### src/rtl/svc_rv_sram_arb_if.sv
// Signal bundle between the CPU data port, the debug-bridge memory port,
// the SRAM arbiter and the single-port SRAM macro.
interface svc_rv_sram_arb_if #(
  parameter int AW = 32,
  parameter int DW = 32
);
  localparam int SW = DW / 8;

  // CPU requester
  logic          cpu_req_valid;
  logic          cpu_req_ready;
  logic [AW-1:0] cpu_req_addr;
  logic          cpu_req_wen;
  logic [DW-1:0] cpu_req_wdata;
  logic [SW-1:0] cpu_req_wstrb;
  logic          cpu_rsp_valid;
  logic [DW-1:0] cpu_rsp_data;

  // Debug requester
  logic          dbg_req_valid;
  logic          dbg_req_ready;
  logic [AW-1:0] dbg_req_addr;
  logic          dbg_req_wen;
  logic [DW-1:0] dbg_req_wdata;
  logic [SW-1:0] dbg_req_wstrb;
  logic          dbg_req_lock;
  logic          dbg_rsp_valid;
  logic [DW-1:0] dbg_rsp_data;
  logic          dbg_locked;

  // SRAM macro
  logic          mem_en;
  logic          mem_wen;
  logic [AW-1:0] mem_addr;
  logic [DW-1:0] mem_wdata;
  logic [SW-1:0] mem_wstrb;
  logic [DW-1:0] mem_rdata;

  // Arbiter view
  modport slave (
    input  cpu_req_valid, cpu_req_addr, cpu_req_wen, cpu_req_wdata, cpu_req_wstrb,
    output cpu_req_ready, cpu_rsp_valid, cpu_rsp_data,
    input  dbg_req_valid, dbg_req_addr, dbg_req_wen, dbg_req_wdata, dbg_req_wstrb,
    input  dbg_req_lock,
    output dbg_req_ready, dbg_rsp_valid, dbg_rsp_data, dbg_locked,
    output mem_en, mem_wen, mem_addr, mem_wdata, mem_wstrb,
    input  mem_rdata
  );

  // Requester / SRAM view
  modport master (
    output cpu_req_valid, cpu_req_addr, cpu_req_wen, cpu_req_wdata, cpu_req_wstrb,
    input  cpu_req_ready, cpu_rsp_valid, cpu_rsp_data,
    output dbg_req_valid, dbg_req_addr, dbg_req_wen, dbg_req_wdata, dbg_req_wstrb,
    output dbg_req_lock,
    input  dbg_req_ready, dbg_rsp_valid, dbg_rsp_data, dbg_locked,
    input  mem_en, mem_wen, mem_addr, mem_wdata, mem_wstrb,
    output mem_rdata
  );
endinterface

### src/rtl/svc_rv_sram_arb.sv
// Two-requester arbiter for the shared data SRAM: CPU priority, bounded debug
// wait, debug port lock for multi-beat transfers, and read-response routing.
module svc_rv_sram_arb #(
  parameter int AW       = 32,
  parameter int DW       = 32,
  parameter int MAX_WAIT = 4
) (
  input  logic             clk,
  input  logic             rst_n,
  svc_rv_sram_arb_if.slave bus
);

  localparam int SW = DW / 8;
  localparam int WW = $clog2(MAX_WAIT + 1);
  localparam logic [WW-1:0] WAIT_MAX = WW'(MAX_WAIT);

  typedef enum logic {
    ST_ARB  = 1'b0,
    ST_LOCK = 1'b1
  } state_t;

  typedef struct packed {
    logic          wen;
    logic [AW-1:0] addr;
    logic [DW-1:0] wdata;
    logic [SW-1:0] wstrb;
  } mem_cmd_t;

  state_t        state;
  state_t        state_nxt;
  logic [WW-1:0] wait_cnt;
  logic [WW-1:0] wait_nxt;
  logic [1:0]    rsp_owner;   // bit0 = CPU, bit1 = debug
  logic [1:0]    owner_nxt;

  logic          cpu_gnt;
  logic          dbg_gnt;
  logic          dbg_starved;
  mem_cmd_t      cpu_cmd;
  mem_cmd_t      dbg_cmd;
  mem_cmd_t      mem_cmd;

  assign cpu_cmd = '{wen:   bus.cpu_req_wen,
                     addr:  bus.cpu_req_addr,
                     wdata: bus.cpu_req_wdata,
                     wstrb: bus.cpu_req_wstrb};

  assign dbg_cmd = '{wen:   bus.dbg_req_wen,
                     addr:  bus.dbg_req_addr,
                     wdata: bus.dbg_req_wdata,
                     wstrb: bus.dbg_req_wstrb};

  assign dbg_starved = bus.dbg_req_valid && (wait_cnt == WAIT_MAX);

  // ---------------------------------------------------------------------------
  // Grant and next-state logic
  // ---------------------------------------------------------------------------
  // NOTE: every always_comb output gets a default first so no path leaves it
  // unassigned; otherwise synthesis infers a latch to hold the old value.
  always_comb begin
    cpu_gnt   = 1'b0;
    dbg_gnt   = 1'b0;
    state_nxt = state;

    unique case (state)
      ST_ARB: begin
        if (dbg_starved) begin
          dbg_gnt = 1'b1;
        end else if (bus.cpu_req_valid) begin
          cpu_gnt = 1'b1;
        end else if (bus.dbg_req_valid) begin
          dbg_gnt = 1'b1;
        end
        // Lock only takes effect on an accepted debug beat.
        if (dbg_gnt && bus.dbg_req_lock) begin
          state_nxt = ST_LOCK;
        end
      end

      ST_LOCK: begin
        // CPU stays blocked even on idle locked cycles.
        dbg_gnt = bus.dbg_req_valid;
        if (!bus.dbg_req_lock) begin
          state_nxt = ST_ARB;
        end
      end

      default: begin
        state_nxt = ST_ARB;
      end
    endcase
  end

  // ---------------------------------------------------------------------------
  // Debug wait counter and response owner
  // ---------------------------------------------------------------------------
  always_comb begin
    wait_nxt = wait_cnt;
    if (!bus.dbg_req_valid || dbg_gnt) begin
      wait_nxt = '0;
    end else if (wait_cnt != WAIT_MAX) begin
      wait_nxt = wait_cnt + WW'(1);
    end
  end

  always_comb begin
    owner_nxt    = '0;
    owner_nxt[0] = cpu_gnt && !bus.cpu_req_wen;
    owner_nxt[1] = dbg_gnt && !bus.dbg_req_wen;
  end

  // ---------------------------------------------------------------------------
  // State registers
  // ---------------------------------------------------------------------------
  // NOTE: sequential state uses non-blocking assignments so every register
  // samples pre-edge values regardless of statement order.
  always_ff @(posedge clk or negedge rst_n) begin
    if (!rst_n) begin
      state     <= ST_ARB;
      wait_cnt  <= '0;
      rsp_owner <= '0;
    end else begin
      state     <= state_nxt;
      wait_cnt  <= wait_nxt;
      rsp_owner <= owner_nxt;
    end
  end

  // ---------------------------------------------------------------------------
  // SRAM command mux: all fields read as zero when nothing is granted
  // ---------------------------------------------------------------------------
  always_comb begin
    mem_cmd = '0;
    if (cpu_gnt) begin
      mem_cmd = cpu_cmd;
    end else if (dbg_gnt) begin
      mem_cmd = dbg_cmd;
    end
  end

  assign bus.mem_en    = cpu_gnt | dbg_gnt;
  assign bus.mem_wen   = mem_cmd.wen;
  assign bus.mem_addr  = mem_cmd.addr;
  assign bus.mem_wdata = mem_cmd.wdata;
  assign bus.mem_wstrb = mem_cmd.wstrb;

  // ---------------------------------------------------------------------------
  // Requester-facing outputs
  // ---------------------------------------------------------------------------
  assign bus.cpu_req_ready = cpu_gnt;
  assign bus.dbg_req_ready = dbg_gnt;
  assign bus.dbg_locked    = (state == ST_LOCK);

  // Data is shared and unqualified; only rsp_valid tells the owner apart.
  assign bus.cpu_rsp_valid = rsp_owner[0];
  assign bus.dbg_rsp_valid = rsp_owner[1];
  assign bus.cpu_rsp_data  = bus.mem_rdata;
  assign bus.dbg_rsp_data  = bus.mem_rdata;

endmodule

### src/flat_wrapper.sv
// flat-port wrapper written by rule: the top's interface ports become plain ports
module svc_rv_sram_arb_flat 
#(
  parameter int AW       = 32,
  parameter int DW       = 32,
  parameter int MAX_WAIT = 4
)
  (clk, rst_n, bus_cpu_req_valid, bus_cpu_req_addr, bus_cpu_req_wen, bus_cpu_req_wdata, bus_cpu_req_wstrb, bus_cpu_req_ready, bus_cpu_rsp_valid, bus_cpu_rsp_data, bus_dbg_req_valid, bus_dbg_req_addr, bus_dbg_req_wen, bus_dbg_req_wdata, bus_dbg_req_wstrb, bus_dbg_req_lock, bus_dbg_req_ready, bus_dbg_rsp_valid, bus_dbg_rsp_data, bus_dbg_locked, bus_mem_en, bus_mem_wen, bus_mem_addr, bus_mem_wdata, bus_mem_wstrb, bus_mem_rdata);
  svc_rv_sram_arb_if #(.AW(AW), .DW(DW)) bus_i ();
  input  logic clk;
  input  logic rst_n;
  input wire logic [$bits(bus_i.cpu_req_valid)-1:0] bus_cpu_req_valid;
  input wire logic [$bits(bus_i.cpu_req_addr)-1:0] bus_cpu_req_addr;
  input wire logic [$bits(bus_i.cpu_req_wen)-1:0] bus_cpu_req_wen;
  input wire logic [$bits(bus_i.cpu_req_wdata)-1:0] bus_cpu_req_wdata;
  input wire logic [$bits(bus_i.cpu_req_wstrb)-1:0] bus_cpu_req_wstrb;
  output wire logic [$bits(bus_i.cpu_req_ready)-1:0] bus_cpu_req_ready;
  output wire logic [$bits(bus_i.cpu_rsp_valid)-1:0] bus_cpu_rsp_valid;
  output wire logic [$bits(bus_i.cpu_rsp_data)-1:0] bus_cpu_rsp_data;
  input wire logic [$bits(bus_i.dbg_req_valid)-1:0] bus_dbg_req_valid;
  input wire logic [$bits(bus_i.dbg_req_addr)-1:0] bus_dbg_req_addr;
  input wire logic [$bits(bus_i.dbg_req_wen)-1:0] bus_dbg_req_wen;
  input wire logic [$bits(bus_i.dbg_req_wdata)-1:0] bus_dbg_req_wdata;
  input wire logic [$bits(bus_i.dbg_req_wstrb)-1:0] bus_dbg_req_wstrb;
  input wire logic [$bits(bus_i.dbg_req_lock)-1:0] bus_dbg_req_lock;
  output wire logic [$bits(bus_i.dbg_req_ready)-1:0] bus_dbg_req_ready;
  output wire logic [$bits(bus_i.dbg_rsp_valid)-1:0] bus_dbg_rsp_valid;
  output wire logic [$bits(bus_i.dbg_rsp_data)-1:0] bus_dbg_rsp_data;
  output wire logic [$bits(bus_i.dbg_locked)-1:0] bus_dbg_locked;
  output wire logic [$bits(bus_i.mem_en)-1:0] bus_mem_en;
  output wire logic [$bits(bus_i.mem_wen)-1:0] bus_mem_wen;
  output wire logic [$bits(bus_i.mem_addr)-1:0] bus_mem_addr;
  output wire logic [$bits(bus_i.mem_wdata)-1:0] bus_mem_wdata;
  output wire logic [$bits(bus_i.mem_wstrb)-1:0] bus_mem_wstrb;
  input wire logic [$bits(bus_i.mem_rdata)-1:0] bus_mem_rdata;
  assign bus_i.cpu_req_valid = bus_cpu_req_valid;
  assign bus_i.cpu_req_addr = bus_cpu_req_addr;
  assign bus_i.cpu_req_wen = bus_cpu_req_wen;
  assign bus_i.cpu_req_wdata = bus_cpu_req_wdata;
  assign bus_i.cpu_req_wstrb = bus_cpu_req_wstrb;
  assign bus_cpu_req_ready = bus_i.cpu_req_ready;
  assign bus_cpu_rsp_valid = bus_i.cpu_rsp_valid;
  assign bus_cpu_rsp_data = bus_i.cpu_rsp_data;
  assign bus_i.dbg_req_valid = bus_dbg_req_valid;
  assign bus_i.dbg_req_addr = bus_dbg_req_addr;
  assign bus_i.dbg_req_wen = bus_dbg_req_wen;
  assign bus_i.dbg_req_wdata = bus_dbg_req_wdata;
  assign bus_i.dbg_req_wstrb = bus_dbg_req_wstrb;
  assign bus_i.dbg_req_lock = bus_dbg_req_lock;
  assign bus_dbg_req_ready = bus_i.dbg_req_ready;
  assign bus_dbg_rsp_valid = bus_i.dbg_rsp_valid;
  assign bus_dbg_rsp_data = bus_i.dbg_rsp_data;
  assign bus_dbg_locked = bus_i.dbg_locked;
  assign bus_mem_en = bus_i.mem_en;
  assign bus_mem_wen = bus_i.mem_wen;
  assign bus_mem_addr = bus_i.mem_addr;
  assign bus_mem_wdata = bus_i.mem_wdata;
  assign bus_mem_wstrb = bus_i.mem_wstrb;
  assign bus_i.mem_rdata = bus_mem_rdata;
  svc_rv_sram_arb #(.AW(AW), .DW(DW), .MAX_WAIT(MAX_WAIT)) u_core (.clk(clk), .rst_n(rst_n), .bus(bus_i));
endmodule
### config.mk
export PLATFORM = sky130hd
export DESIGN_NAME = svc_rv_sram_arb_flat
export DESIGN_NICKNAME = d
export VERILOG_FILES = /design/src/rtl/svc_rv_sram_arb_if.sv /design/src/rtl/svc_rv_sram_arb.sv /design/src/flat_wrapper.sv
export SDC_FILE = /design/constraint.sdc
export NUM_CORES = 1
export LEC_CHECK = 0
export CORE_AREA = 2 2 120 122
export CTS_BUF_LIST = sky130_fd_sc_hd__clkbuf_8
export DETAILED_ROUTE_END_ITERATION = 7
export DIE_AREA = 0 0 122 124
export GPL_TIMING_DRIVEN = 1
export PLACE_DENSITY = 0.55
export SKIP_LAST_GASP = 1
export SYNTH_ARGS = -nofsm -noshare
export SYNTH_HDL_FRONTEND = slang
export SYNTH_SLANG_ARGS = --single-unit
### constraint.sdc
create_clock -name clk -period 1.45 [get_ports clk]
set_clock_uncertainty 0.15 [all_clocks]
set_input_delay 0.145 -clock clk [delete_from_list [all_inputs] [get_ports clk]]
set_output_delay 0.145 -clock clk [all_outputs]
set_load 0.005 [all_outputs]
==> out/summary.md <==
## Timing
* 76 — endpoints failing setup
* 0.280 ns — Worst-Margin Slew
* 2.06 ns — clock period minus final worst setup slack
* 0 — Final Max Slew Viols
* 142% — share of the clock period used by the worst path
* 0 — number of hold-slack violations in the final timing report
* 0.484 GHz — Max Clk Rate
* 81.2% — Slew headroom
* -0.614 ns — setup slack of the critical path after layout
* true — setup repair after global routing missed its margin
* -38.74 ns — setup TNS after final layout

## Placement
* 217 — PortBufs
* -0.848 ns — Post-Place Setup Slack
* 0.674 — RePlAce Congestion
* 6.25 mm — HPWL reported at the end of detailed placement
* 0.00345 mm^2 — placed instance area

## Synth
* a22o_1, buf_4, dfrtp_1, buf_2, ha_1 — dominant cells by area after synthesis
* buf_4, a22o_1, buf_2 — synth cell count leaders
* dfrtp_1 — Most used DFF post-synth
* 0 — number of synthesis warnings
* a22o_1 — leading area contributor after synthesis
* 349 — Syn Nets
* 8.42 um^2 — mean cell area of the mapped netlist
* 0 — number of enable flip-flop cells after synthesis
* 6 — Yosys reg bits
* 41.7% — area fraction of the dominant cell type after synthesis
* 0.00145 mm^2 — Synth Cell Area
* 172 — Post-Syn Instances
* 10.4% — sequential cell area fraction in the yosys report
* 15 — number of different library cells in the post-synthesis netlist
* buf_4 — most instantiated library cell after synthesis
* 100% — share of flip-flops with an asynchronous set or reset after synthesis

## Drt
* 2137 — overall via count from detail_route
* 3.89 — number of vias per cell
* 9.51 mm — overall routed net length
* 0 — antenna viol nets, final
* 17.3 um — routed wire length per instance
* 69 — DRC marker count from the first detailed-route iteration
* 4 — TritonRoute pass-1 iters
* 0 — total DRC errors in the routed layout

## Critical path
* reg2out — critical path class
* flip-flop — type of origin of the critical path
* 4 — biggest fanout along the worst timing path
* u_core.wait_cnt[0]$_DFFE_PN0P_ — reg-to-reg critical path startpoint
* -0.28 ns — internal reg-to-reg setup slack
* 9 — worst reg2reg path depth
* u_core.rsp_owner[0]$_DFF_PN0_ — capturing point of the worst reg2reg path
* 1.15 ns — required arrival time at the worst endpoint
* primary output — endpoint type of the worst setup path
* 1.77 ns — data arrival time of the critical path

## Pwr
* 0.170 mV — IR drop worst, VDD
* 10.7% — Flop pwr share
* 1.70 mW — total power
* 1.82 nW — Lkg Pwr
* 14.5% — part of the power in the clock network
* 487 uW — power dissipated by switching net loads
* 1.21 mW — Internal
* 74.7% — proportion of power drawn by combinational gates
* 440 mW/mm^2 — power density over cell area
* 28.7% — Sw Ratio

## Global route
* 10.4% — GRT Resource Usage Total
* 0 — number of antenna violations at the first check in global routing
* 21 — pin count of the biggest net entering global routing
* 0 — final global-route overflow total
* 2090 — vias in the first global route
* 12.0 mm — first-pass GRT wire length

## Floorplan
* 10.6% — initial core utilization
* 0.0137 mm^2 — core footprint
* 43 — number of placement rows
* 0.0151 mm^2 — die area
* 124 um — Die Height
* 122 um — Die X-Extent
* 314 — IO Pins

## Clock network
* 6 — clock net sink count
* clkbuf_8 — Clk Tree Root Cell
* 0.04 ns — clock transition at the registers of the reported paths
* 3 — clock buffer count from CTS
* 0.22 ns — insertion delay to the later sink of the worst-skew pair
* 1 — H-tree Lvls
* 0 — Post-CTS Hold Fix Bufs
* yes — clock tree from TritonCTS
* 2 — buffer levels on the longest clock path

## Cells and area
* 0.00385 mm^2 — Design Area, Final
* 797 um^2 — multi-input combinational cell area
* 548 — number of nets in the final layout
* 37.1% — fraction of layout cells with a size suffix above 1
* 150 um^2 — total area of sequential cells
* 0 — ANT cells
* 166% — Area growth syn-to-layout
* 1487 — Fillers

## Outcome
* setup timing — violated checks
* finished with violations — status

## Run
* 0 — count of max-cap constraint violations

## Worst hold path
* in2async — Worst Hold Class

stage by stage:
step / hold slack [ns] / instances / util [%]
after floorplan: -0.301 / 172 / -
after global placement: 0.140 / 506 / 25.1
after detailed placement: 0.140 / 506 / 25.1
after CTS: 0.0269 / 531 / 28.3
after global routing: 0.0336 / 549 / 28.1
final: 0.0197 / 549 / 28.1
placed cells by master, fill, tap and decap left out:
cell type,netlist,layout
buf_12,0,12
clkbuf_16,0,5
o21ai_0,1,1
clkbuf_8,0,3
clkdlybuf4s50_1,0,142
a22o_1,69,69
buf_4,70,18
dlygate4sd2_1,0,4
dfrtp_1,6,6
ha_4,0,1
a21boi_4,0,1
buf_2,9,47
and3_4,0,1
nand2_4,0,1
ha_1,2,1
and3_1,3,2
clkbuf_2,0,20
dlymetal6s2s_1,0,4
nand2b_4,0,1
xor2_1,1,1
a21oi_1,1,1
buf_16,0,2
nor2b_4,0,3
buf_8,0,5
a31oi_4,0,1
nand2b_1,2,1
inv_2,0,2
buf_6,0,14
power groups by stage:
| stage | clock (mW) | sequential [mW] | combinational [mW] |
|---|---|---|---|
| final | 0.247 | 0.182 | 1.27 |
| after global routing | 0.268 | 0.182 | 1.35 |
| after CTS | 0.255 | 0.180 | 1.30 |
| after detailed placement | 0 | 0.182 | 1.12 |
| after global placement | 0 | 0.181 | 1.12 |
| after floorplan | 0 | 0.181 | 0.451 |
timing repair:
item                                    in CTS  in global routing
endpoints found under the hold margin        0                  0
gates resized for setup                    127                163
endpoints found under the setup margin      78                 76
pin swaps                                    4                 44
buffers inserted                            14                 23
gates cloned                                 8                  6
state kept, by name, indices dropped and copies added (netlist names):
name / cells
u_core.wait_cnt: 3
u_core.bus.dbg_locked: 1
u_core.rsp_owner: 2
logic make-up after synthesis:
group | count (synthesis) | synth area share [%]
buffers and inverters | 81 | 39.9
flip-flops | 6 | 10.4
AND/OR/NAND/NOR | 9 | 3.72
XOR/XNOR | 1 | 0.605
adder cells (fa/ha/maj) | 2 | 1.73
AO/OA/AOI/OAI | 73 | 43.6
how the worst max path moves through the flow:
stage / start / endpoint / slack [ns]
final: u_core.wait_cnt[0]$_DFFE_PN0P_ / bus_mem_addr[7] / -0.61
after global routing: u_core.wait_cnt[0]$_DFFE_PN0P_ / bus_mem_addr[7] / -0.68
after CTS: u_core.wait_cnt[0]$_DFFE_PN0P_ / bus_mem_addr[30] / -0.95
after detailed placement: bus_cpu_req_valid / bus_mem_wdata[31] / -0.85
after global placement: bus_cpu_req_valid / bus_mem_wdata[31] / -0.81
after floorplan: u_core.wait_cnt[0]$_DFFE_PN0P_ / bus_mem_addr[0] / -0.07
worst max-delay path: stages, from the launching register on:
cell     delay (ns)
dfrtp_1        0.37
inv_2          0.08
ha_4           0.15
buf_6          0.10
a31oi_4        0.09
buf_6          0.16
buf_12         0.13
buf_6          0.11
a22o_1         0.22
buf_2          0.13
layout make-up:
type | instances | area share (%)
clock buffers | 3 | 1.07
inverters | 2 | 0.195
multi-input cells | 85 | 20.7
flip-flops and latches | 6 | 3.90
well taps | 180 | 5.85
repair buffers | 273 | 68.3
per-layer routing:
layer  share of wire (%)  vias up  routed length, um  GRT usage (%)
met3                 8.8       22                835           2.06
met1                  39     1018               3690           12.0
met2                  51      113               4860           19.3
met4                 1.4        0                130           3.38
met5                   0        -                  0              0
li1                    -      984                  -              -
No activity file was read; power rests on OpenSTA's default activity.
